<file path="src/rtl/counter_seq_ctrl_if.sv">
// Control, configuration and status bundle between a sequencer master and counter_seq_ctrl.
interface counter_seq_ctrl_if #(
  parameter int WIDTH = 4,
  parameter int NSW   = 4
);
  logic             start;
  logic             abort;
  logic             pause;
  logic [WIDTH-1:0] cfg_limit;
  logic             cfg_dir;
  logic             cfg_pingpong;
  logic [NSW-1:0]   cfg_sweeps;
  logic [WIDTH-1:0] count;
  logic             mode;
  logic             busy;
  logic             done;

  modport master (
    output start, abort, pause, cfg_limit, cfg_dir, cfg_pingpong, cfg_sweeps,
    input  count, mode, busy, done
  );

  modport slave (
    input  start, abort, pause, cfg_limit, cfg_dir, cfg_pingpong, cfg_sweeps,
    output count, mode, busy, done
  );
endinterface

</file>
<file path="src/rtl/counter_seq_ctrl.sv">
// Up/down/ping-pong sweep counter sequencer with sweep-count completion.
// Optional freeze input enabled by defining COUNTER_SEQ_PAUSE_EN.
module counter_seq_ctrl #(
  parameter int WIDTH = 4,
  parameter int NSW   = 4
) (
  input  logic              clk_i,
  input  logic              rst_i,
  counter_seq_ctrl_if.slave bus
);

  // state   | meaning
  // ST_IDLE | waiting for start, outputs hold
  // ST_UP   | counting up towards the latched limit
  // ST_DN   | counting down towards zero
  // ST_FIN  | one-cycle done pulse, then idle
  typedef enum logic [1:0] {ST_IDLE, ST_UP, ST_DN, ST_FIN} state_e;

  state_e           state_q, state_d;
  logic [WIDTH-1:0] out_q, out_d;
  logic             mode_q, mode_d;
  logic [NSW-1:0]   s_q, s_d;
  logic [WIDTH-1:0] lim_q, lim_d;
  logic             pp_q, pp_d;
  logic [NSW-1:0]   n_q, n_d;

  logic             pause_act;
  logic             at_end;
  logic [NSW-1:0]   s_inc;

`ifdef COUNTER_SEQ_PAUSE_EN
  assign pause_act = bus.pause;
`else
  logic unused_pause;
  assign unused_pause = bus.pause;
  assign pause_act    = 1'b0;
`endif

  assign s_inc  = s_q + NSW'(1);
  assign at_end = ((state_q == ST_UP) && (out_q == lim_q)) ||
                  ((state_q == ST_DN) && (out_q == '0));

  always_ff @(posedge clk_i) begin
    if (rst_i) begin
      state_q <= ST_IDLE;
      out_q   <= '0;
      mode_q  <= 1'b1;
      s_q     <= '0;
      lim_q   <= '0;
      pp_q    <= 1'b0;
      n_q     <= '0;
    end else begin
      state_q <= state_d;
      out_q   <= out_d;
      mode_q  <= mode_d;
      s_q     <= s_d;
      lim_q   <= lim_d;
      pp_q    <= pp_d;
      n_q     <= n_d;
    end
  end

  always_comb begin
    state_d = state_q;
    out_d   = out_q;
    mode_d  = mode_q;
    s_d     = s_q;
    lim_d   = lim_q;
    pp_d    = pp_q;
    n_d     = n_q;

    if (bus.abort) begin
      state_d = ST_IDLE;
    end else begin
      case (state_q)
        ST_IDLE: begin
          if (bus.start) begin
            lim_d = bus.cfg_limit;
            pp_d  = bus.cfg_pingpong;
            n_d   = bus.cfg_sweeps;
            s_d   = '0;
            if (bus.cfg_dir) begin
              out_d   = '0;
              mode_d  = 1'b1;
              state_d = ST_UP;
            end else begin
              out_d   = bus.cfg_limit;
              mode_d  = 1'b0;
              state_d = ST_DN;
            end
          end
        end
        ST_UP, ST_DN: begin
          if (!pause_act) begin
            if (at_end) begin
              s_d = s_inc;
              if ((n_q != '0) && (s_inc == n_q)) begin
                state_d = ST_FIN;
              end else if (pp_q) begin
                // A zero limit pins the count at 0 even while direction flips.
                if (state_q == ST_UP) begin
                  state_d = ST_DN;
                  mode_d  = 1'b0;
                  out_d   = (lim_q == '0) ? '0 : lim_q - WIDTH'(1);
                end else begin
                  state_d = ST_UP;
                  mode_d  = 1'b1;
                  out_d   = (lim_q == '0) ? '0 : WIDTH'(1);
                end
              end else begin
                out_d = (state_q == ST_UP) ? '0 : lim_q;
              end
            end else begin
              out_d = (state_q == ST_UP) ? out_q + WIDTH'(1) : out_q - WIDTH'(1);
            end
          end
        end
        ST_FIN: begin
          state_d = ST_IDLE;
        end
        default: begin
          state_d = ST_IDLE;
        end
      endcase
    end
  end

  assign bus.count = out_q;
  assign bus.mode  = mode_q;
  assign bus.busy  = (state_q == ST_UP) || (state_q == ST_DN);
  assign bus.done  = (state_q == ST_FIN);

endmodule

</file>
<file path="src/flat_wrapper.sv">
// flat-port wrapper written by rule: the top's interface ports become plain ports
module counter_seq_ctrl_flat 
#(
  parameter int WIDTH = 4,
  parameter int NSW   = 4
)
  (clk_i, rst_i, bus_start, bus_abort, bus_pause, bus_cfg_limit, bus_cfg_dir, bus_cfg_pingpong, bus_cfg_sweeps, bus_count, bus_mode, bus_busy, bus_done);
  counter_seq_ctrl_if #(.WIDTH(WIDTH), .NSW(NSW)) bus_i ();
  input  logic clk_i;
  input  logic rst_i;
  input wire logic [$bits(bus_i.start)-1:0] bus_start;
  input wire logic [$bits(bus_i.abort)-1:0] bus_abort;
  input wire logic [$bits(bus_i.pause)-1:0] bus_pause;
  input wire logic [$bits(bus_i.cfg_limit)-1:0] bus_cfg_limit;
  input wire logic [$bits(bus_i.cfg_dir)-1:0] bus_cfg_dir;
  input wire logic [$bits(bus_i.cfg_pingpong)-1:0] bus_cfg_pingpong;
  input wire logic [$bits(bus_i.cfg_sweeps)-1:0] bus_cfg_sweeps;
  output wire logic [$bits(bus_i.count)-1:0] bus_count;
  output wire logic [$bits(bus_i.mode)-1:0] bus_mode;
  output wire logic [$bits(bus_i.busy)-1:0] bus_busy;
  output wire logic [$bits(bus_i.done)-1:0] bus_done;
  assign bus_i.start = bus_start;
  assign bus_i.abort = bus_abort;
  assign bus_i.pause = bus_pause;
  assign bus_i.cfg_limit = bus_cfg_limit;
  assign bus_i.cfg_dir = bus_cfg_dir;
  assign bus_i.cfg_pingpong = bus_cfg_pingpong;
  assign bus_i.cfg_sweeps = bus_cfg_sweeps;
  assign bus_count = bus_i.count;
  assign bus_mode = bus_i.mode;
  assign bus_busy = bus_i.busy;
  assign bus_done = bus_i.done;
  counter_seq_ctrl #(.WIDTH(WIDTH), .NSW(NSW)) u_core (.clk_i(clk_i), .rst_i(rst_i), .bus(bus_i));
endmodule
</file>
<file path="config.mk">
export PLATFORM = sky130hd
export DESIGN_NAME = counter_seq_ctrl_flat
export DESIGN_NICKNAME = d
export VERILOG_FILES = /design/src/rtl/counter_seq_ctrl_if.sv /design/src/rtl/counter_seq_ctrl.sv /design/src/flat_wrapper.sv
export SDC_FILE = /design/constraint.sdc
export NUM_CORES = 1
export LEC_CHECK = 0
export ABC_AREA = 1
export ABC_CLOCK_PERIOD_IN_PS = 2050
export CAP_MARGIN = 5
export CORE_UTILIZATION = 45
export DETAILED_ROUTE_END_ITERATION = 12
export GPL_TIMING_DRIVEN = 0
export PLACE_DENSITY = 0.71
export SLEW_MARGIN = 10
export SYNTH_ARGS = -nofsm -noshare
export SYNTH_HDL_FRONTEND = slang
export SYNTH_SLANG_ARGS = --single-unit
</file>
<file path="constraint.sdc">
create_clock -name clk_i -period 2.05 [get_ports clk_i]
set_clock_uncertainty 0.1 [all_clocks]
set_input_delay 0.3075 -clock clk_i [delete_from_list [all_inputs] [get_ports clk_i]]
set_output_delay 0.3075 -clock clk_i [all_outputs]
set_load 0.02 [all_outputs]
</file>
# == Word-level counts from Yosys, hierarchy flattened ==
# Index checks and enable logic that the tools add are counted.
# word_totals
in_bits,15
output_inout_bits,7
mem_count,0
latch_bits,0
rom_bits,0
ramBits,0
reg_bits,20
elab_cells,68
# classes
n_reduce_logical,17
shift,0
mux,28
n_addsub,4
eq_ne,11
order_cmp,0
n_div,0
n_mul,0
bitwise,1
# op_table
cell,count
$mux 4,11
$pmux 4 s2,2
$mux 2,6
$add 4x1->4 const B,2
$eq 4x4->1,2
$logic_not 4->1,2
$reduce_and 4->1,2
$sub 4x1->4 const B,2
$mux 1,7
$pmux 2 s3,1
$reduce_and 3->1,2
$reduce_and 6->1,1
$eq 2x2->1 const B,2
$ne 2x1->1 const B,2
$ne 2x2->1 const B,2
$reduce_bool 4->1,1
$reduce_or 2->1,2
$logic_and 1x1->1,3
$ne 3x1->1 const B,1
$ne 3x3->1 const B,1
$eq 2x1->1 const B,1
$logic_not 2->1,1
$logic_or 1x1->1,2
$pmux 1 s2,1
other kinds (2),2

# == Depth between registers and ports, before layout ==
# Gate-level depths: netlist (run 1).
# depth
depth_word,7
depth_mapped,14
ltp_nobuf,13

# == Worst setup path after synthesis (run 1) ==
# Ideal clock, no wire load.
# synth_path
kind,flip-flop to flip-flop
from,register u_core.state_q[1]
to,"register u_core.out_q[3], in the netlist u_core.bus.count[3]"
path_stages_with_launch,15
n_path_buf,1
slack_ps,97
period_less_slack_ps,1953
required_ps,1837
setup_time_ps,113
arrival_time_ps,1740
cell_sequence,dfxtp_1 -> inv_1 -> ha_1 -> clkbuf_8 -> inv_1 -> ha_1 -> a21oi_1 -> nand2_1 -> xor2_1 -> inv_1 -> nand2_1 -> nand3_1 -> nand2_1 -> nor2_1 -> nor2_1
# synth_via
elab_chain_cells,6
elab_cells_between_ends,18
classes_between,eq/ne: 4; mux: 7; reduce/logical: 7
# synth_lines
item,line_no,text
start: declaration,counter_seq_ctrl.sv:19,"state_e state_q, state_d;"
start signal: assignment,counter_seq_ctrl.sv:53,state_q <= state_d;
$eq 2x1->1,--,
$mux 4 (on tied branches),"counter_seq_ctrl.sv:111, counter_seq_ctrl.sv:101",
$mux 4,counter_seq_ctrl.sv:99,end else if (pp_q) begin
$mux 4,counter_seq_ctrl.sv:97,if ((n_q != '0) && (s_inc == n_q)) begin
$mux 4,counter_seq_ctrl.sv:95,if (at_end) begin
$pmux 4 s2,counter_seq_ctrl.sv:75,case (state_q)
end signal: assignment,counter_seq_ctrl.sv:54,out_q <= out_d;
end: declaration,counter_seq_ctrl.sv:20,"logic [WIDTH-1:0] out_q, out_d;"
# Several ways; a longest one is shown, not always the timed one. The select of a mux whose other input is x is not followed.
# A chain may end at the register's enable or synchronous reset.

# == Worst setup path in the final report (run 1) ==
# layout_path
from,register u_core.state_q[1]
to,output port bus_done
# layout_via
elab_chain_cells,1
# layout_lines
item,line_no,text
$eq 2x2->1,counter_seq_ctrl.sv:131,assign bus.done = (state_q == ST_FIN);
end: declaration,flat_wrapper.sv:21,output wire logic [$bits(bus_i.done)-1:0] bus_done;
# No other way between the ends.

==> impl_metrics.json, run 1 <==
{
  "status": "complete, no violations",
  "hp-class": "reg2reg",
  "syn_inst": 216,
  "ys_dominant_reg_cell": "dfxtp_1",
  "syn_area_um2": 1440,
  "wire_per_inst_um": 12.1,
  "power_mw": 1.32,
  "root_buffer": "clkbuf_4",
  "ys_ff_latch": 20,
  "cap_violations": 0,
  "setup_violations": 0,
  "core_area_um2": 3050,
  "cts_tree": "built",
  "clock_path_buffers": 2,
  "die_area_um2": 3440,
  "crit_end": "bus_done",
  "fp-row-count": 20,
  "required_ns": 1.64,
  "die_h_um": 58.6,
  "yosysTopAreaCell": "dfxtp_1",
  "totalWireLength_um": 3480,
  "cts_made_buffers": 3,
  "clkLatencyLatePin_ns": 0.31,
  "crit_type": "reg2out",
  "worstRegToRegCells": 8,
  "ir_worst_vdd_v": 0.000371,
  "synth.top_cell.area_share_pct": 27.8,
  "finalCritPeriodShare_pct": 96.0,
  "synth_cell_types": 30,
  "ys_warn_count": 0,
  "layout_setup_ws_ns": 0.0827,
  "async_flop_share_pct": 0,
  "vias_per_cell": 5.05,
  "tns_ns": 0,
  "gr-total-overflow": 0,
  "chipWidth_um": 58.6,
  "dp_hpwl_um": 2560,
  "fin_nets": 270,
  "hold_violations": 0,
  "track_usage_pct": 21.1,
  "cts_num_sinks": 20,
  "synth_enable_flop_cells": 0,
  "cts_hold_buf": 0,
  "cellPowerDensity_nw_per_um2": 716,
  "ys_seq_area_share_pct": 27.8,
  "route.vias.total": 1454,
  "synth_commonest_cells": "nand2_1 (49), nor2_1 (29), inv_1 (22)",
  "drt_first_pass_iters": 4,
  "drt_iter0_drc": 51,
  "end_kind": "primary output",
  "drv_slew": 0,
  "cts.clk_slew.worst_paths_ns": 0.12,
  "synthToLayoutAreaGrowth_pct": 27.4,
  "rsz0062_at_grt": "false",
  "tightestPinTransition_ns": 0.456,
  "cts_htree_levels": 1,
  "grt_antenna_before_repair": 0,
  "port_buffers": 20,
  "r2r-end": "u_core.bus.mode",
  "synth_fp_nets": 241,
  "grt_pass1_wl_um": 5530,
  "crit_fanout": 3,
  "start_util_pct": 47.3,
  "cp-startpoint": "u_core.state_q[1]",
  "gp_congestion": 0.834,
  "grt_max_degree": 13,
  "period_needed_ns": 1.97,
  "cp-start-kind": "flop",
  "regToRegSetupSlack_ns": 0.15,
  "maxSlewHeadroom_pct": 69.6,
  "synth_top_cells_by_area": "dfxtp_1 (28%), nand2_1 (13%), ha_1 (7.8%), nor2_1 (7.5%), o21ai_0 (6.2%)",
  "detail-route-antenna-nets": 0,
  "drive_above_1_share_pct": 13.1,
  "arrival_ns": 1.56,
  "io-pin-count": 22,
  "post_synth.cell_area_avg_um2": 6.68,
  "grt_pass1_vias": 1236,
  "antenna_cells": 0,
  "max_freq_mhz": 508,
  "p_leak_nw": 0.817,
  "synth.most_common_cell": "nand2_1",
  "pre_cts_ws_ns": -0.0981,
  "route.detailed.drc": 0,
  "reg2reg_from": "u_core.state_q[0]"
}
## worst max-delay path: stages (launching register included)
cell and delay (ns):
dfxtp_2 0.35, buf_4 0.11, ha_1 0.18, clkdlybuf4s50_1 0.61
## metal layers
layer | global-route usage, % | vias up | routed length [um] | part of all wire, %
li1 | - | 756 | - | -
met1 | 29.3 | 676 | 1700 | 49
met2 | 34.8 | 20 | 1650 | 48
met3 | 2.20 | 2 | 101 | 2.9
met4 | 6.12 | 0 | 21 | 0.60
met5 | 0 | - | 0 | 0
## layout by cell type, fill, tap and decap left out, drive strengths merged, types with 2 or more instances in the layout
| cell type | count |
|---|---|
| a21oi | 16 |
| xnor2 | 5 |
| inv | 27 |
| xor2 | 2 |
| nand3 | 18 |
| dfxtp | 20 |
| nand4 | 4 |
| o211ai | 2 |
| o22ai | 2 |
| ha | 9 |
| clkdlybuf4s50 | 19 |
| clkbuf | 6 |
| nand2 | 50 |
| nor2 | 31 |
| o21ai | 19 |
| nand3b | 2 |
| buf | 5 |
## power by group
group / total, mW / internal (mW) / leakage [nW] / switching [mW]
sequential: 0.473 / 0.429 / 0.166 / 0.0441
combinational: 0.518 / 0.224 / 0.624 / 0.294
clock: 0.325 / 0.198 / 0.0279 / 0.127
## layout make-up
| class | instances | area [um^2] |
|---|---|---|
| buffer | 4 | 30.0 |
| clock buffer | 3 | 22.5 |
| clock inverter | 1 | 30.0 |
| fill | 305 | 1210 |
| inverter | 28 | 110 |
| multi-input combinational | 164 | 940 |
| sequential | 20 | 404 |
| tap | 44 | 55.1 |
| timing repair buffer | 24 | 246 |
## timing repair
| action | CTS | global route |
|---|---|---|
| resized for setup | 4 | 9 |
| gates cloned | 0 | 1 |
| buffers inserted | 1 | 2 |
| setup endpoints to repair | 2 | 8 |
| pin swaps | 0 | 1 |
## flip-flops by register name (all words and copies together) (netlist names)
signal and flops:
u_core.bus.count 4, u_core.bus.mode 1, u_core.lim_q 4, u_core.n_q 4, u_core.pp_q 1, u_core.s_q 4, u_core.state_q 2
## cells by family after synthesis
family / after synthesis / synth area share (%)
buffers and inverters: 32 / 9.45
AO/OA/AOI/OAI: 40 / 15.5
XOR/XNOR: 7 / 4.25
AND/OR/NAND/NOR: 107 / 33.8
flip-flops: 20 / 27.8
adder cells (fa/ha/maj): 10 / 9.19
## through the flow
step / cells / utilization, % / area, um^2 / hold slack [ns]
6_report: 288 / 60.2 / 1840 / 0.384
4_1_cts: 285 / 58.0 / 1770 / 0.384
5_1_grt: 288 / 60.2 / 1840 / 0.401
2_1_floorplan: 216 / - / 1440 / 0.277
3_5_place_dp: 280 / 55.6 / 1700 / 0.365
3_3_place_gp: 280 / 55.6 / 1700 / 0.358
## how the worst min path moves through the flow
stage | slack (ns) | cells past startpoint | end | start
6_report | 0.38 | 2 | u_core.n_q[3] | u_core.n_q[3]
5_1_grt | 0.40 | 2 | u_core.n_q[3] | u_core.n_q[3]
3_3_place_gp | 0.36 | 2 | u_core.n_q[3] | u_core.n_q[3]
2_1_floorplan | 0.28 | 1 | u_core.s_q[1] | rst_i
3_5_place_dp | 0.36 | 2 | u_core.s_q[3] | u_core.s_q[3]
4_1_cts | 0.38 | 2 | u_core.s_q[3] | u_core.s_q[3]
No activity file was read; power rests on OpenSTA's default activity.
==> run 2: changes to the inputs <==
--- a/config.mk
+++ b/config.mk
@@ -6,12 +6,13 @@
 export NUM_CORES = 1
 export LEC_CHECK = 0
 export ABC_AREA = 1
-export ABC_CLOCK_PERIOD_IN_PS = 2050
+export ABC_CLOCK_PERIOD_IN_PS = 2200
 export CAP_MARGIN = 5
+export CORE_ASPECT_RATIO = 0.6
 export CORE_UTILIZATION = 45
 export DETAILED_ROUTE_END_ITERATION = 12
 export GPL_TIMING_DRIVEN = 0
-export PLACE_DENSITY = 0.71
+export PLACE_DENSITY = 0.68
 export SLEW_MARGIN = 10
 export SYNTH_ARGS = -nofsm -noshare
 export SYNTH_HDL_FRONTEND = slang
==> constraint.sdc (replaced) <==
create_clock -name clk_i -period 2.2 [get_ports clk_i]
set_clock_uncertainty 0.1 [all_clocks]
set_input_delay 0.33 -clock clk_i [delete_from_list [all_inputs] [get_ports clk_i]]
set_output_delay 0.33 -clock clk_i [all_outputs]
set_load 0.02 [all_outputs]
==> impl_metrics.json, run 2 (synthesized netlist as in run 1, its figures left out) <==
{
  "status": "complete, no violations",
  "clkLatencyLatePin_ns": 0.27,
  "totalWireLength_um": 3590,
  "root_buffer": "clkbuf_8",
  "grt_max_degree": 12,
  "gp_congestion": 0.849,
  "wire_per_inst_um": 12.7,
  "ir_worst_vdd_v": 0.000338,
  "cts.clk_slew.worst_paths_ns": 0.08,
  "grtUsageMet1_pct": 37.9,
  "clock_path_buffers": 2,
  "chipWidth_um": 75.1,
  "end_kind": "primary output",
  "placedInstanceArea_um2": 1700,
  "final_cell_mix": "nand2_1 (49), nor2_1 (29), inv_1 (21)",
  "fill_cells": 296,
  "start_util_pct": 48.6,
  "p_leak_nw": 0.784,
  "use_met3_pct": 5.53,
  "power_mw": 1.19,
  "grt_antenna_before_repair": 0,
  "tns_ns": 0,
  "cellPowerDensity_nw_per_um2": 669,
  "cts_tree": "built",
  "cp-start-kind": "flop",
  "drv_slew": 0,
  "globalRouteMet2Util_pct": 32.4,
  "cts_made_buffers": 3,
  "grt_pass1_wl_um": 5940,
  "setup_violations": 0,
  "port_buffers": 20,
  "hp-class": "reg2reg",
  "core_area_um2": 2970,
  "cap_violations": 0,
  "fin_nets": 266,
  "period_needed_ns": 2.04,
  "drt_iter0_drc": 136,
  "rsz0062_at_grt": "false",
  "finalCritPeriodShare_pct": 92.6,
  "detail-route-antenna-nets": 0,
  "crit_type": "reg2out",
  "route.vias.total": 1440,
  "cts_htree_levels": 1,
  "track_usage_pct": 24.0,
  "synthToLayoutAreaGrowth_pct": 22.8,
  "io-pin-count": 22,
  "hold_violations": 0,
  "die_h_um": 45.9,
  "dp_hpwl_um": 2740,
  "fp-row-count": 15,
  "drt_first_pass_iters": 4,
  "final_area_um2": 1770,
  "grt_pass1_vias": 1260,
  "crit_fanout": 3,
  "tightestPinTransition_ns": 0.552,
  "fin_util_pct": 59.7,
  "layout_setup_ws_ns": 0.164,
  "required_ns": 1.77,
  "cts_num_sinks": 20,
  "post_cts_buffers": 0,
  "antenna_cells": 0,
  "grt_busiest_layer": "met1",
  "drive_above_1_share_pct": 9.58,
  "die_area_um2": 3440,
  "pre_cts_ws_ns": 0.0566,
  "vias_per_cell": 5.11,
  "max_freq_mhz": 491,
  "maxSlewHeadroom_pct": 63.2,
  "arrival_ns": 1.61,
  "route.detailed.drc": 0,
  "gr-total-overflow": 0,
  "final_common_cell": "nand2_1"
}
## run 2: worst max-delay path, cell delays in order, from the launching register on
cell             delay, ns
dfxtp_1               0.36
inv_1                 0.08
ha_1                  0.30
clkdlybuf4s50_1       0.60
## run 2: cell type report
cell class	count	area (um^2)	area share, %
timing repair buffer	20	200	11.3
clock buffer	4	55.1	3.11
multi-input combinational	164	923	52.1
inverter	28	108	6.07
buffer	4	28.8	1.62
tap	42	52.6	2.97
sequential	20	404	22.8
## run 2: per-stage QoR
stage	instances	hold slack, ns
2_1_floorplan	216	0.299
3_3_place_gp	278	0.364
3_5_place_dp	278	0.365
4_1_cts	282	0.377
5_1_grt	282	0.423
6_report	282	0.383
## run 2: path summary, 6_finish.rpt
path	startpoint	end	slack, ns	depth (start not counted)
setup reg to reg	u_core.state_q[1]	u_core.bus.count[3]	0.19	14
setup / recovery	u_core.state_q[0]	bus_busy	0.16	3
hold reg to reg	u_core.s_q[3]	u_core.s_q[3]	0.38	2
hold / removal	u_core.s_q[3]	u_core.s_q[3]	0.38	2
## run 2: power by group
part           total, mW  internal, mW  switching, mW
Clock              0.290         0.160          0.130
Sequential         0.441         0.398         0.0431
Combinational      0.455         0.190          0.265
Total               1.19         0.747          0.438
## run 2: per-layer routing
layer  up-vias  share of wire [%]
li1        757                  -
met1       638                 54
met2        43                 38
met3         2                7.6
met4         0               0.33
met5         -                  0
## run 2: timing repair
item	in CTS	in global routing
gates resized for setup	0	5
endpoints found under the setup margin	0	6
hold buffers	0	0
==> run 3: changes to the inputs <==
--- a/config.mk
+++ b/config.mk
@@ -9,10 +9,10 @@
 export ABC_CLOCK_PERIOD_IN_PS = 2200
 export CAP_MARGIN = 5
 export CORE_ASPECT_RATIO = 0.6
-export CORE_UTILIZATION = 45
+export CORE_UTILIZATION = 53
 export DETAILED_ROUTE_END_ITERATION = 12
 export GPL_TIMING_DRIVEN = 0
-export PLACE_DENSITY = 0.68
+export PLACE_DENSITY = 0.79
 export SLEW_MARGIN = 10
 export SYNTH_ARGS = -nofsm -noshare
 export SYNTH_HDL_FRONTEND = slang
==> impl_metrics.json, run 3 (synthesized netlist as in run 1, its figures left out) <==
{
  "grt_max_degree": 11,
  "end_kind": "primary output",
  "cellPowerDensity_nw_per_um2": 662,
  "track_usage_pct": 25.8,
  "gr-total-overflow": 0,
  "detail-route-antenna-nets": 0,
  "wire_per_inst_um": 13.0,
  "cts_hold_buf": 0,
  "grt_antenna_before_repair": 0,
  "crit_fanout": 3,
  "layout_setup_ws_ns": 0.172,
  "setup_violations": 0,
  "switching_share_pct": 38.2,
  "final_common_cell": "nand2_1",
  "port_buffers": 20,
  "hold_violations": 0,
  "max_freq_mhz": 493,
  "cts_made_buffers": 3,
  "totalWireLength_um": 3510,
  "dp_hpwl_um": 2680,
  "status": "complete, no violations",
  "fin_nets": 266,
  "maxSlewHeadroom_pct": 66.4,
  "die_h_um": 42.4,
  "fill_cells": 231,
  "clkPwrFrac_pct": 21.6,
  "io-pin-count": 22,
  "cts_htree_levels": 1,
  "drt_iter0_drc": 126,
  "power.switching_mw": 0.439,
  "clkLatencyLatePin_ns": 0.26,
  "seq_power_share_pct": 38.3,
  "period_needed_ns": 2.03,
  "grt_pass1_wl_um": 5960,
  "root_buffer": "clkbuf_8",
  "gp_congestion": 0.873,
  "multi_input_area_um2": 918,
  "synthToLayoutAreaGrowth_pct": 20.5,
  "tns_ns": 0,
  "route.vias.total": 1468,
  "drv_slew": 0,
  "arrival_ns": 1.60,
  "grt_pass1_vias": 1305,
  "final_cell_mix": "nand2_1 (49), nor2_1 (29), inv_1 (21)",
  "hp-class": "reg2reg",
  "drive_above_1_share_pct": 8.79,
  "finalCritPeriodShare_pct": 92.2,
  "pre_cts_ws_ns": 0.0684,
  "cts_tree": "built",
  "vias_per_cell": 5.42,
  "die_area_um2": 2940,
  "power_mw": 1.15,
  "chipWidth_um": 69.4,
  "ir_worst_vdd_v": 0.000424,
  "required_ns": 1.77,
  "fp-row-count": 14,
  "cp-start-kind": "flop",
  "drt_first_pass_iters": 4,
  "p_int_mw": 0.711,
  "cts_num_sinks": 20,
  "rsz0062_at_grt": "false",
  "antenna_cells": 0,
  "p_leak_nw": 0.775,
  "tightestPinTransition_ns": 0.500,
  "cts.clk_slew.worst_paths_ns": 0.07,
  "final-seq-area_um2": 402,
  "core_area_um2": 2540,
  "start_util_pct": 56.8,
  "route.detailed.drc": 0,
  "crit_type": "reg2out",
  "cap_violations": 0,
  "clock_path_buffers": 2,
  "pwr-share-comb_pct": 40.1
}
run 3: cell types whose count changed in the layout (fill, tap and decap cells not counted):
cell / delta
clkbuf_8: -1
dfxtp_2: +1
dfxtp_4: -1
nor3_1: +1
nor3_2: -1
run 3: metal layers:
layer  wire length (um)  track usage [%]
met3                312             6.73
met5                  0                0
met4                 10             3.67
met1               1790             38.3
met2               1400             38.1
run 3: critical path, cell delays in order, from the launching register on:
cell	delay, ns
dfxtp_1	0.36
inv_1	0.08
ha_1	0.30
clkdlybuf4s50_1	0.60
run 3: layout make-up:
cell class	instances	share of cell area [%]
Sequential cell	20	23.1
Buffer	4	1.66
Multi-Input combinational cell	164	52.8
Tap cell	32	2.30
Clock buffer	3	2.38
Inverter	28	6.19
Timing Repair Buffer	20	11.5
run 3: power by group through the flow:
stage	Sequential [mW]	Clock (mW)	Combinational [mW]
global placement	0.446	0	0.440
global route	0.446	0.264	0.513
finish	0.441	0.248	0.461
floorplan	0.450	0	0.316
CTS	0.439	0.254	0.450
detailed placement	0.447	0	0.448
run 3: stage by stage:
step,hold slack (ns),instances,utilization [%],area [um^2]
6_report,0.381,271,68.4,1740
5_1_grt,0.412,271,68.4,1740
4_1_cts,0.376,271,67.9,1720
3_5_place_dp,0.365,268,66.3,1680
3_3_place_gp,0.362,268,66.3,1680
2_1_floorplan,0.299,216,-,1440
run 3: timing repair:
item,in CTS,in global routing
gates resized for setup,0,3
hold endpoints to repair,0,0
endpoints found under the setup margin,0,1
buffers inserted,0,0
run 3: final timing paths:
kind	from	end	slack [ns]	cells after the start
worst max-delay path	u_core.state_q[0]	bus_busy	0.17	3
worst min-delay path	u_core.state_q[1]	u_core.state_q[1]	0.38	2
worst max register to register	u_core.state_q[0]	u_core.s_q[0]	0.18	9
worst min register to register	u_core.state_q[1]	u_core.state_q[1]	0.38	2
